`src/rtl/params_pkg.sv`:
```
// Reduction parameters shared by the Barrett datapath and the scheduler in front of it.
// Modulus, bitlength and mu are fixed here; mu is derived so it always tracks the modulus.
package params_pkg;
  localparam int MODULUS_LENGTH  = 23;
  localparam int DATA_LENGTH     = 2 * MODULUS_LENGTH;
  localparam int QBL_W           = 6;
  localparam int BARRETT_LATENCY = 3;
  localparam int NUM_REQ_DEFAULT = 4;

  localparam logic [MODULUS_LENGTH-1:0] MODULUS    = 23'd8380417;
  localparam logic [QBL_W-1:0]          MODULUS_BL = QBL_W'(MODULUS_LENGTH);
  // mu = floor(2^(2k) / q) with k the modulus bitlength
  localparam logic [MODULUS_LENGTH:0]   MU =
    (MODULUS_LENGTH + 1)'((64'd1 << (2 * MODULUS_LENGTH)) / 64'(MODULUS));

  typedef logic [$clog2(NUM_REQ_DEFAULT)-1:0] req_id_t;

  typedef struct packed {
    logic    vld;
    req_id_t id;
  } tag_t;
endpackage

```
`src/rtl/barrett_pipelined.sv`:
```
// Three-stage Barrett reducer: result = x mod q for x < 2^(2k), valid_o follows start_i by
// BARRETT_LATENCY cycles. Reset is synchronous on rst_ni.
module barrett_pipelined
  import params_pkg::*;
(
  input  logic                      clk_i,
  input  logic                      rst_ni,
  input  logic                      start_i,
  input  logic [DATA_LENGTH-1:0]    x_i,
  input  logic [MODULUS_LENGTH-1:0] q_i,
  input  logic [QBL_W-1:0]          q_bl_i,
  input  logic [MODULUS_LENGTH:0]   mu_i,
  output logic [DATA_LENGTH-1:0]    result_o,
  output logic                      valid_o
);
  localparam int WW = 2 * DATA_LENGTH;

  logic [WW-1:0]          prod;
  logic [DATA_LENGTH-1:0] x_s1;
  logic [DATA_LENGTH-1:0] r_s2;
  logic [DATA_LENGTH-1:0] q_ext;
  logic                   vld_s1;
  logic                   vld_s2;

  assign q_ext = DATA_LENGTH'(q_i);

  always_ff @(posedge clk_i) begin
    if (!rst_ni) begin
      prod     <= '0;
      x_s1     <= '0;
      r_s2     <= '0;
      result_o <= '0;
      vld_s1   <= 1'b0;
      vld_s2   <= 1'b0;
      valid_o  <= 1'b0;
    end else begin
      vld_s1  <= start_i;
      vld_s2  <= vld_s1;
      valid_o <= vld_s2;
      prod    <= WW'(x_i >> (q_bl_i - QBL_W'(1))) * WW'(mu_i);
      x_s1    <= x_i;
      // quotient estimate is at most two short, so the remainder is below 3q
      r_s2    <= DATA_LENGTH'(WW'(x_s1) - (prod >> (q_bl_i + QBL_W'(1))) * WW'(q_i));
      if (r_s2 >= (q_ext << 1)) begin
        result_o <= r_s2 - (q_ext << 1);
      end else if (r_s2 >= q_ext) begin
        result_o <= r_s2 - q_ext;
      end else begin
        result_o <= r_s2;
      end
    end
  end
endmodule

```
`src/rtl/rr_arbiter.sv`:
```
// Combinational round-robin arbiter: grants the first request at or after ptr, cyclically.
// The pointer itself is owned by the caller.
module rr_arbiter #(
  parameter  int N   = 4,
  localparam int IDW = $clog2(N)
) (
  input  logic [N-1:0]   req,
  input  logic           en,
  input  logic [IDW-1:0] ptr,
  output logic [N-1:0]   gnt,
  output logic [IDW-1:0] gnt_idx
);
  int idx;

  always_comb begin
    gnt     = '0;
    gnt_idx = '0;
    idx     = 0;
    if (en) begin
      // walk from farthest to nearest so the nearest request is the last one written
      for (int i = N - 1; i >= 0; i--) begin
        idx = (int'(ptr) + i) % N;
        if (req[idx]) begin
          gnt      = '0;
          gnt[idx] = 1'b1;
          gnt_idx  = IDW'(idx);
        end
      end
    end
  end
endmodule

```
`src/rtl/barrett_sched.sv`:
```
// Round-robin scheduler sharing one barrett_pipelined reducer among NUM_REQ requesters.
// Defining BARRETT_SCHED_STATS_EN adds per-requester handshake counters on stat_cnt_o.
module barrett_sched
  import params_pkg::DATA_LENGTH, params_pkg::MODULUS, params_pkg::MODULUS_BL,
         params_pkg::MU, params_pkg::NUM_REQ_DEFAULT;
#(
  parameter  int NUM_REQ         = NUM_REQ_DEFAULT,
  parameter  int BARRETT_LATENCY = params_pkg::BARRETT_LATENCY,
  localparam int IDW             = $clog2(NUM_REQ)
) (
  input  logic                                clk_i,
  input  logic                                rst_i,
  input  logic                                en_i,
  input  logic [NUM_REQ-1:0]                  req_valid_i,
  input  logic [NUM_REQ-1:0][DATA_LENGTH-1:0] req_x_i,
  output logic [NUM_REQ-1:0]                  req_ready_o,
  output logic [NUM_REQ-1:0]                  rsp_valid_o,
  output logic [DATA_LENGTH-1:0]              rsp_data_o,
  output logic [IDW-1:0]                      rsp_id_o,
  output logic                                busy_o,
  output logic                                err_o
`ifdef BARRETT_SCHED_STATS_EN
  ,
  output logic [NUM_REQ-1:0][31:0]            stat_cnt_o
`endif
);
  localparam int CW = $clog2(BARRETT_LATENCY + 3);

  typedef struct packed {
    logic           vld;
    logic [IDW-1:0] id;
  } sched_tag_t;

  logic [IDW-1:0]         rr_ptr;
  logic [IDW-1:0]         gnt_idx;
  logic                   hs;
  logic                   iss_vld;
  logic [IDW-1:0]         iss_id;
  logic [DATA_LENGTH-1:0] iss_x;
  sched_tag_t             tag_pipe [BARRETT_LATENCY];
  sched_tag_t             tag_out;
  logic                   red_valid;
  logic [DATA_LENGTH-1:0] red_result;
  logic [CW-1:0]          cnt;

  // Handshake: a requester's operand is taken on a rising edge where its valid and ready are both high.
  rr_arbiter #(.N(NUM_REQ)) u_arb (
    .req     (req_valid_i),
    .en      (en_i & ~rst_i),
    .ptr     (rr_ptr),
    .gnt     (req_ready_o),
    .gnt_idx (gnt_idx)
  );

  assign hs      = |(req_valid_i & req_ready_o);
  assign tag_out = tag_pipe[BARRETT_LATENCY-1];
  assign busy_o  = (cnt != '0);

  always_ff @(posedge clk_i) begin
    if (rst_i) begin
      rr_ptr  <= '0;
      iss_vld <= 1'b0;
      iss_id  <= '0;
      iss_x   <= '0;
    end else begin
      iss_vld <= hs;
      if (hs) begin
        iss_id <= gnt_idx;
        iss_x  <= req_x_i[gnt_idx];
        rr_ptr <= (gnt_idx == IDW'(NUM_REQ - 1)) ? '0 : gnt_idx + IDW'(1);
      end
    end
  end

  barrett_pipelined u_red (
    .clk_i    (clk_i),
    .rst_ni   (~rst_i),
    .start_i  (iss_vld),
    .x_i      (iss_x),
    .q_i      (MODULUS),
    .q_bl_i   (MODULUS_BL),
    .mu_i     (MU),
    .result_o (red_result),
    .valid_o  (red_valid)
  );

  // Tag shadow of the reducer pipeline; its vld must line up with valid_o every cycle.
  always_ff @(posedge clk_i) begin
    if (rst_i) begin
      for (int i = 0; i < BARRETT_LATENCY; i++) tag_pipe[i] <= '0;
    end else begin
      tag_pipe[0] <= '{vld: iss_vld, id: iss_id};
      for (int i = 1; i < BARRETT_LATENCY; i++) tag_pipe[i] <= tag_pipe[i-1];
    end
  end

  always_ff @(posedge clk_i) begin
    if (rst_i) begin
      rsp_valid_o <= '0;
      rsp_data_o  <= '0;
      rsp_id_o    <= '0;
      err_o       <= 1'b0;
      cnt         <= '0;
    end else begin
      rsp_valid_o <= '0;
      if (red_valid) begin
        rsp_data_o  <= red_result;
        rsp_id_o    <= tag_out.id;
        rsp_valid_o <= NUM_REQ'(1) << tag_out.id;
      end
      if (tag_out.vld != red_valid) err_o <= 1'b1;
      cnt <= cnt + CW'(hs) - CW'(|rsp_valid_o);
    end
  end

`ifdef BARRETT_SCHED_STATS_EN
  always_ff @(posedge clk_i) begin
    if (rst_i) begin
      stat_cnt_o <= '0;
    end else begin
      for (int i = 0; i < NUM_REQ; i++) begin
        if (req_valid_i[i] && req_ready_o[i]) stat_cnt_o[i] <= stat_cnt_o[i] + 32'd1;
      end
    end
  end
`endif
endmodule

```
`config.mk`:
```
export PLATFORM = sky130hd
export DESIGN_NAME = barrett_sched
export DESIGN_NICKNAME = d
export VERILOG_FILES = /design/src/rtl/params_pkg.sv /design/src/rtl/barrett_pipelined.sv /design/src/rtl/rr_arbiter.sv /design/src/rtl/barrett_sched.sv
export SDC_FILE = /design/constraint.sdc
export NUM_CORES = 1
export LEC_CHECK = 0
export ABC_AREA = 1
export CAP_MARGIN = 10
export CORE_MARGIN = 5
export CORE_UTILIZATION = 54
export CTS_CLUSTER_SIZE = 14
export DETAILED_ROUTE_END_ITERATION = 6
export PLACE_DENSITY = 0.78
export SETUP_SLACK_MARGIN = 0.5
export SLEW_MARGIN = 20
export SYNTH_ARGS = -nofsm -noshare
export SYNTH_HDL_FRONTEND = slang
export SYNTH_SLANG_ARGS = --single-unit
export TNS_END_PERCENT = 30
```
`constraint.sdc`:
```
create_clock -name clk_i -period 6.1 [get_ports clk_i]
set_input_delay 0.915 -clock clk_i [delete_from_list [all_inputs] [get_ports clk_i]]
set_output_delay 0.915 -clock clk_i [all_outputs]
set_load 0.01 [all_outputs]
```
* Word level (Yosys, flattened, before mapping)
Memories as Yosys holds them, arrays and structs flattened.
Index checks and enable logic that the tools add are counted.
** Storage, ports and cells
- Logic and storage cells :: 103
- Register bits :: 340
- Bits in writable memories :: 9
- Output and inout port bits :: 58
- Bits of input ports :: 191
- Bits in latches :: 0
- Memory bits (read-only) :: 0
- Memories kept :: 1
** Operators by class
- Reductions and logical operators :: 11
- $lt $le $gt $ge :: 11
- Equal/unequal tests :: 2
- Add/sub/neg operators :: 9
- Bitwise logic cells :: 10
- Multipliers :: 2
- Multiplexer cells :: 40
- Divide/modulo/power cells :: 0
- Shift operators :: 1
** Memory list
- tag_pipe :: words 3, bits a word 3, rd ports 3, clocked after Yosys merged registers in 0, wr ports 3, line barrett_sched.sv:40 : sched_tag_t tag_pipe [BARRETT_LATENCY];
** Operators with widths (count)
- 46-bit 2-to-1 mux :: 3
- 46-bit binary-select mux with 2-bit select :: 1
- 68-bit by 23-bit multiplier with 46-bit output (second input constant) :: 1
- 24-bit by 24-bit multiplier with 48-bit output (second input constant) :: 1
- 46-bit by 23-bit greater-or-equal comparator with 1-bit output (second input constant) :: 1
- 46-bit by 24-bit greater-or-equal comparator with 1-bit output (second input constant) :: 1
- 46-bit by 23-bit subtractor with 46-bit output (second input constant) :: 1
- 46-bit by 24-bit subtractor with 46-bit output (second input constant) :: 1
- 46-bit subtractor :: 1
- 4-bit 2-to-1 mux :: 5
- 1-bit 2-to-1 mux :: 14
- 3-bit by 4-bit < comparator with 1-bit output (second input constant) :: 3
- 2-bit 2-to-1 mux :: 6
- 3-bit by 1-bit greater-or-equal comparator with 1-bit output (second input constant) :: 3
- 3-bit 2-to-1 mux :: 3
- 1-bit binary-select mux with 2-bit select :: 4
- 1-bit demux with 2-bit select :: 4
- 2-bit OR reduction :: 4
- 4-bit OR reduction :: 2
- 2-bit by 3-bit < comparator with 1-bit output (second input constant) :: 2
- 2-bit by 1-bit adder with 2-bit output (second input constant) :: 2
- 2-bit adder (second input constant) :: 2
- 4-bit AND :: 1
- 1-bit logical AND :: 4
- other kinds (11) :: 16

* Depth between registers and ports, before layout
Gate-level depths: netlist (run 1).
- Depth after elaboration :: 16
- Gate-level depth with buffers :: 28
- Depth with buffers taken out :: 28

* Modules after synthesis
Synthesis (run 1) repeated with hierarchy kept, for this count alone.
** Second synthesis, totals
- Cells, all modules :: 10961
- Area total of the unflattened synthesis :: 81523.2 µm²
** By module, submodules not included
- barrett_pipelined :: area each 74804.2 µm², cells an instance 9824, sequential area each 4284.1 µm², instances 1
- barrett_sched :: area each 6233.5 µm², cells an instance 1043, sequential area each 2322.2 µm², instances 1
- rr_arbiter :: area each 485.5 µm², cells an instance 94, sequential area each 0.0 µm², instances 1

* Worst setup path before layout (run 1)
No wires, ideal clock.
- Kind :: register to register
- From :: register u_red.prod[30]
- To :: register u_red.r_s2[35]
- Path slack :: 0.357 ns
- Clock period less this slack :: 5.743 ns
- Data arrival time :: 5.630 ns
- Buffers on the path :: 0
- Cell stages (with the launch flop) :: 27
- Data required time :: 5.987 ns
- Setup time :: 0.113 ns
- Path through :: dfxtp_1 inv_1 fa_1 inv_1 fa_1 inv_1 fa_1 fa_1 fa_1 inv_1 fa_1 fa_1 inv_1 ha_1 nand2_1 nor2_1 inv_1 nor2_1 inv_1 nor3_1 nand2_1 nand2_1 nand2_1 nand2_1 nand2_1 nand2_1 nor2_1
** Between the ends
- Longest elaborated chain between the ends :: 2
** Ends and longest elaborated chain
- start: declaration :: line barrett_pipelined.sv:18 : logic [WW-1:0] prod;
- start signal: assignment :: line barrett_pipelined.sv:40 : prod <= WW'(x_i >> (q_bl_i - QBL_W'(1))) * WW'(mu_i);
- 68-bit by 23-bit multiplier with 46-bit output :: line barrett_pipelined.sv:43 : r_s2 <= DATA_LENGTH'(WW'(x_s1) - (prod >> (q_bl_i + QBL_W'(1))) * WW'(q_i));
- 46-bit subtractor :: line barrett_pipelined.sv:43
- end signal: assignment :: line barrett_pipelined.sv:43
- end: declaration :: line barrett_pipelined.sv:20 : logic [DATA_LENGTH-1:0] r_s2;
No other way between the ends.
A chain may end at the register's enable or synchronous reset.

* Worst setup path after layout (run 1)
- From :: register u_red.prod[43]
- To :: register u_red.r_s2[39]
Same word-level chain as after synthesis.

==> results.cfg, run 1 <==
[status]
status = finished, final reports clean

[grt]
gr-usage-all-layers = 0.321
overflow = 0
grt_pass1_vias = 26100
antenna_found_initial = 2
grt_first_pass_wirelength_um = 144000
grt_start_max_net_pins = 93

[layout]
antennaDiodeCount = 0
fin_util = 0.664
register_area_mm2 = 0.00559
final_nets = 5141
syn_to_final_growth_pct = 21.4
drive_gt1_frac = 0.107
fill_cells = 4609
multi_input_area_mm2 = 0.0202

[floorplan]
rows = 83
die_w_um = 238
core_mm2 = 0.0515
initial_utilization = 0.547
die_y_um = 238
ios = 249
die_area_mm2 = 0.0569

[worst_hold_path]
min_from = tag_pipe[0][3]
hold-path-cell-count = 2
min_to = tag_pipe[0][6]
hold_path.class = flop to flop

[synth]
netlist.area_leader.share = 0.197
synth-seq-area-share = 0.197
synth_flop_cell = dfxtp_1
synth_edf_count = 0
synth_area_leaders = dfxtp_1 20%, fa_1 16%, ha_1 16%
synth_cells = 4065
synth_seq_cells = 277
yosys_warnings = 0
yosysMostFrequentCell = nand2_1
synth.largest_area_cell = dfxtp_1
synth.net_count = 4829
ys_types = 47
syn_avg_cell_area_um2 = 6.93
synth-async-reset-ratio = 0
synth_common_cells = 838 x nand2_1, 774 x inv_1, 620 x nor2_1
synth_area_mm2 = 0.0282

[timing]
finalSetupViolations = 0
fin_hold_ws_ps = 397
skew_ps = 22.0
worst_pin_slew_ps = 894
final.setup.worst_slack_ps = 367
timing.fmax_mhz = 174
max_slew_margin = 0.404
slew_viol_final = 0
min_period_over_period = 0.940
hold_viol = 0
fin_crit_ps = 5730
rsz0062_at_grt = yes

[worst_setup_path]
reg2reg_from = u_red.prod[43]
critical_path_class = flop to flop
critPathLaunchType = flop
end_kind = flop
r2r-end = u_red.r_s2[39]
reg2reg_depth = 23
required_ps = 6550
cp_max_fo = 5
r2r_slack_ps = 370
crit_arrival_ps = 6180

[clock_tree]
clk_pin_slew_ps = 60
cts_sinks = 277
postCtsHoldBufs = 0
clk_latency_ps = 550
clock_path_buffers = 3
cts_tree = yes
clockRootBuffer = clkbuf_16
h-tree-depth = 2
cts_buffers = 34

[flow_run]
drv_cap = 0

[routing]
vias = 26700
dr.pass1.iters = 5
wl_per_cell_um = 18.3
wirelength_um = 92900
drt_iter0_drc = 1896
drc = 0
viasPerCell = 5.25
ant_nets = 0

[place]
place_ws_ps = -42.6
io_buffers = 247
gp_congestion = 1.01
place_hpwl_um = 77400
-- stage by stage --
| step | std cells | cell area, um2 | TNS (ps) |
|---|---|---|---|
| after floorplan | 4065 | 28200 | 0 |
| after global placement | 4975 | 31700 | -3.55 |
| after detailed placement | 4975 | 31700 | -133 |
| after CTS | 5058 | 33600 | 0 |
| after global routing | 5080 | 34200 | 0 |
| final | 5080 | 34200 | 0 |
-- worst max-delay path by stage --
stage	startpoint	endpoint	slack, ps	cells after the start
detailed placement	u_red.prod[41]	u_red.r_s2[43]	-40	24
finish	u_red.prod[43]	u_red.r_s2[39]	370	23
global placement	u_red.prod[41]	u_red.r_s2[39]	-4	23
floorplan	u_red.prod[29]	u_red.r_s2[35]	460	26
global route	u_red.prod[43]	u_red.r_s2[39]	150	23
CTS	u_red.prod[29]	u_red.r_s2[25]	470	21
-- metal layers --
layer  vias to the layer above  part of all wire  GRT usage
met4                         0             0.057      0.146
li1                      13200                 -          -
met5                         -                 0          0
met1                     12300              0.40      0.385
met3                       224             0.061     0.0533
met2                       923              0.49      0.566
-- layout make-up --
type | instances | area share
repair buffers | 375 | 0.101
inverters | 787 | 0.0876
clock buffers | 45 | 0.0279
multi-input cells | 2902 | 0.590
clock inverters | 14 | 0.00578
flip-flops and latches | 277 | 0.163
well taps | 680 | 0.0249
-- worst max-delay path, cell delays in order, from the launching register on --
cell and delay [ps]:
dfxtp_4 350, inv_2 60, fa_1 580, inv_1 100, fa_1 600, inv_1 80
fa_1 530, inv_1 60, fa_1 530, inv_1 50, fa_1 500, inv_1 60
fa_2 550, ha_1 220, inv_1 90, ha_4 220, a21oi_2 140, inv_1 90
a31oi_4 180, o21ai_0 140, a21oi_1 180, nand3_2 120, o21ai_2 150, a21oi_1 50
-- cell usage in the layout (no fill, tap or decap), drive strengths merged, types with 2 or more instances in the layout --
cell,count
or2,3
a31oi,24
xnor2,9
nand3,231
fa,222
buf,129
inv,792
o21bai,26
nand4,22
ha,351
nor3,28
xor2,48
nand2,849
nor4,11
bufinv,4
o22ai,2
a21oi,203
clkinv,4
clkbuf,45
a21o,9
nor2,636
a21boi,9
nand3b,5
o211ai,2
dfxtp,277
o21a,10
o21ai,194
clkdlybuf4s50,246
-- sequential cells by signal, summed over array words and instances, names as in the netlist --
register / cells
rsp_id_o: 2
u_red.r_s2: 46
tag_pipe: 8
u_red.prod: 24
u_red.result_o: 46
rsp_data_o: 46
iss_x: 46
iss_vld: 1
cnt: 3
rr_ptr: 2
u_red.valid_o: 1
u_red.x_s1: 46
rsp_valid_o: 4
iss_id: 2
-- cells by family (layout without fill, tap and decap cells) --
family	after synthesis	count (layout)	synth area share
AND/OR/NAND/NOR	1789	1789	0.258
buffers and inverters	886	1221	0.122
adder cells (fa/ha/maj)	573	573	0.313
AO/OA/AOI/OAI	482	482	0.0920
flip-flops	277	277	0.197
XOR/XNOR	57	57	0.0177
other	1	1	0.000133
-- repair_timing --
action                                  in CTS  in global routing
gates resized for setup                    184                145
pin swaps                                   82                102
endpoints found under the setup margin      25                 27
setup buffers                               24                 22
Power of run 1 is not shown: default switching activity piles up to over one toggle a cycle in this logic, so the estimate is an artifact.
==> inputs of run 2 (changes only) <==
- CORE_MARGIN: 5 -> 1
- SKIP_LAST_GASP: not set -> 1
==> run 2 against run 1 <==
The flow now finishes with violations (design-rule violations); utilization decreased by 0.32 points; register-to-register slack improved by 70 ps; design area decreased by 0.69%; via count decreased by 0.87%; critical path depth increased by 1; non-clock buffer count decreased by 5; wire length decreased by 1.4%; flip-flop and latch count unchanged; sequential share of layout area increased by 0.091 points; critical path type unchanged; highest routed layer unchanged.
==> results.cfg, run 2 (synthesized netlist as in run 1, its figures left out) <==
[status]
status = complete, but fails checks
violations = design-rule violations

[timing]
max_slew_margin = 0.390
finalSetupViolations = 0
hold_viol = 0
skew_ps = 17.7
slew_viol_final = 0
timing.fmax_mhz = 177
fin_hold_ws_ps = 402
rsz0062_at_grt = yes
min_period_over_period = 0.928
worst_pin_slew_ps = 913
fin_crit_ps = 5660

[place]
gp_congestion = 1.03
place_hpwl_um = 76600
io_buffers = 247

[floorplan]
die_y_um = 230
core_mm2 = 0.0514
ios = 249
rows = 83
die_area_mm2 = 0.0531
initial_utilization = 0.548
die_w_um = 230

[routing]
dr.pass1.iters = 7
drc = 2
wl_per_cell_um = 18.1
ant_nets = 0
drt_iter0_drc = 1422
vias = 26400
wirelength_um = 91700
viasPerCell = 5.21

[worst_setup_path]
cpLargestDelayFamily = adder cells
cp_max_fo = 5
critical_path.slowest_cell = fa_1
critical_path_class = flop to flop
cp-startpoint = u_red.prod[40]
critPathLaunchType = flop
max_stage_delay_ps = 560
required_ps = 6590
crit_end = u_red.r_s2[43]
reg2reg_depth = 24
reg2reg_from = u_red.prod[40]
r2r_slack_ps = 440
crit_path_frequent_cell = fa_1
critPathBufInv = 8
end_kind = flop
crit_arrival_ps = 6150
crit_cells = 24
r2r-end = u_red.r_s2[43]
worstPathCellList = inv_2 > fa_1 > inv_2 > fa_1 > inv_1 > fa_1 > inv_1 > fa_1 > inv_1 > fa_1 > inv_1 > fa_1 > ha_1 > inv_1 > ha_4 > nand2_2 > nor2_2 > inv_2 > nor4_4 > nand3_1 > nand3_2 > nand2_1 > nand2_1 > nor2_1

[grt]
antenna_found_initial = 0
gr-usage-all-layers = 0.347
overflow = 0
grt_pass1_vias = 26400
grt_start_max_net_pins = 78
grt_first_pass_wirelength_um = 143000

[clock_tree]
clk_latency_ps = 600
postCtsHoldBufs = 0
h-tree-depth = 1
clockRootBuffer = clkbuf_16
cts_sinks = 277
clock_path_buffers = 3
clk_pin_slew_ps = 60
cts_tree = yes
cts_buffers = 31

[worst_hold_path]
min_from = tag_pipe[0][1]
hold_path.class = flop to flop

[layout]
drive_gt1_frac = 0.0997
layout_common_cells = 826 x nand2_1, 719 x inv_1, 576 x nor2_1
syn_to_final_growth_pct = 20.5
final_nets = 5133
layout_commonest_cell = nand2_1
fin_util = 0.661

[flow_run]
drv_cap = 0
## run 2: cell types whose count changed in the layout (fill, tap and decap cells not counted), moves of 4 or more
cell,before,now
inv_6,7,2
fa_1,191,198
a31oi_4,5,1
buf_6,7,2
nand2_2,23,18
nand2_1,819,826
inv_1,715,719
fa_2,31,24
clkbuf_16,35,31
a31oi_1,17,21
## run 2: per-stage QoR
step | cells | setup TNS (ps) | instance area (um2) | setup WS [ps]
after global placement | 4978 | -112 | 31700 | -112
final | 5074 | 0 | 34000 | 440
after CTS | 5066 | 0 | 33600 | 470
after floorplan | 4065 | 0 | 28200 | 460
after detailed placement | 4978 | -378 | 31700 | -203
after global routing | 5073 | 0 | 34000 | 176
## run 2: final cells by class
type                    count  area (um2)
clock buffers              41         883
well taps                 680         851
inverters                 787        2980
fillers                  4613       17400
diodes                      1        2.50
repair buffers            370        3410
flip-flops and latches    277        5580
clock inverters            16         255
multi-input cells        2902       20000
## run 2: how the worst min path moves through the flow
stage                     slack, ps              to  cells after the start
after CTS                       410  tag_pipe[0][4]                      2
after global routing            420  tag_pipe[0][6]                      2
after floorplan                 390  tag_pipe[0][2]                      2
after global placement          390  tag_pipe[0][5]                      2
after detailed placement        400  tag_pipe[0][4]                      2
final                           400  tag_pipe[0][4]                      2
## run 2: repair_timing
item,CTS,global route
resized for setup,173,102
endpoints found under the setup margin,25,28
setup buffers,31,7
pin swaps,99,79
## run 2: worst min-delay path: stages, from the launching register on
cell	delay, ps
dfxtp_1	290
inv_1	40
nor2_1	30
## run 2: metal layers
metal	up-vias	GRT usage	wire (um)
met5	-	0	0
met4	0	0.204	6280
met3	261	0.0515	5330
met2	881	0.615	44400
met1	12100	0.395	35700
li1	13200	-	-
Power of run 2 is left out for the same reason.
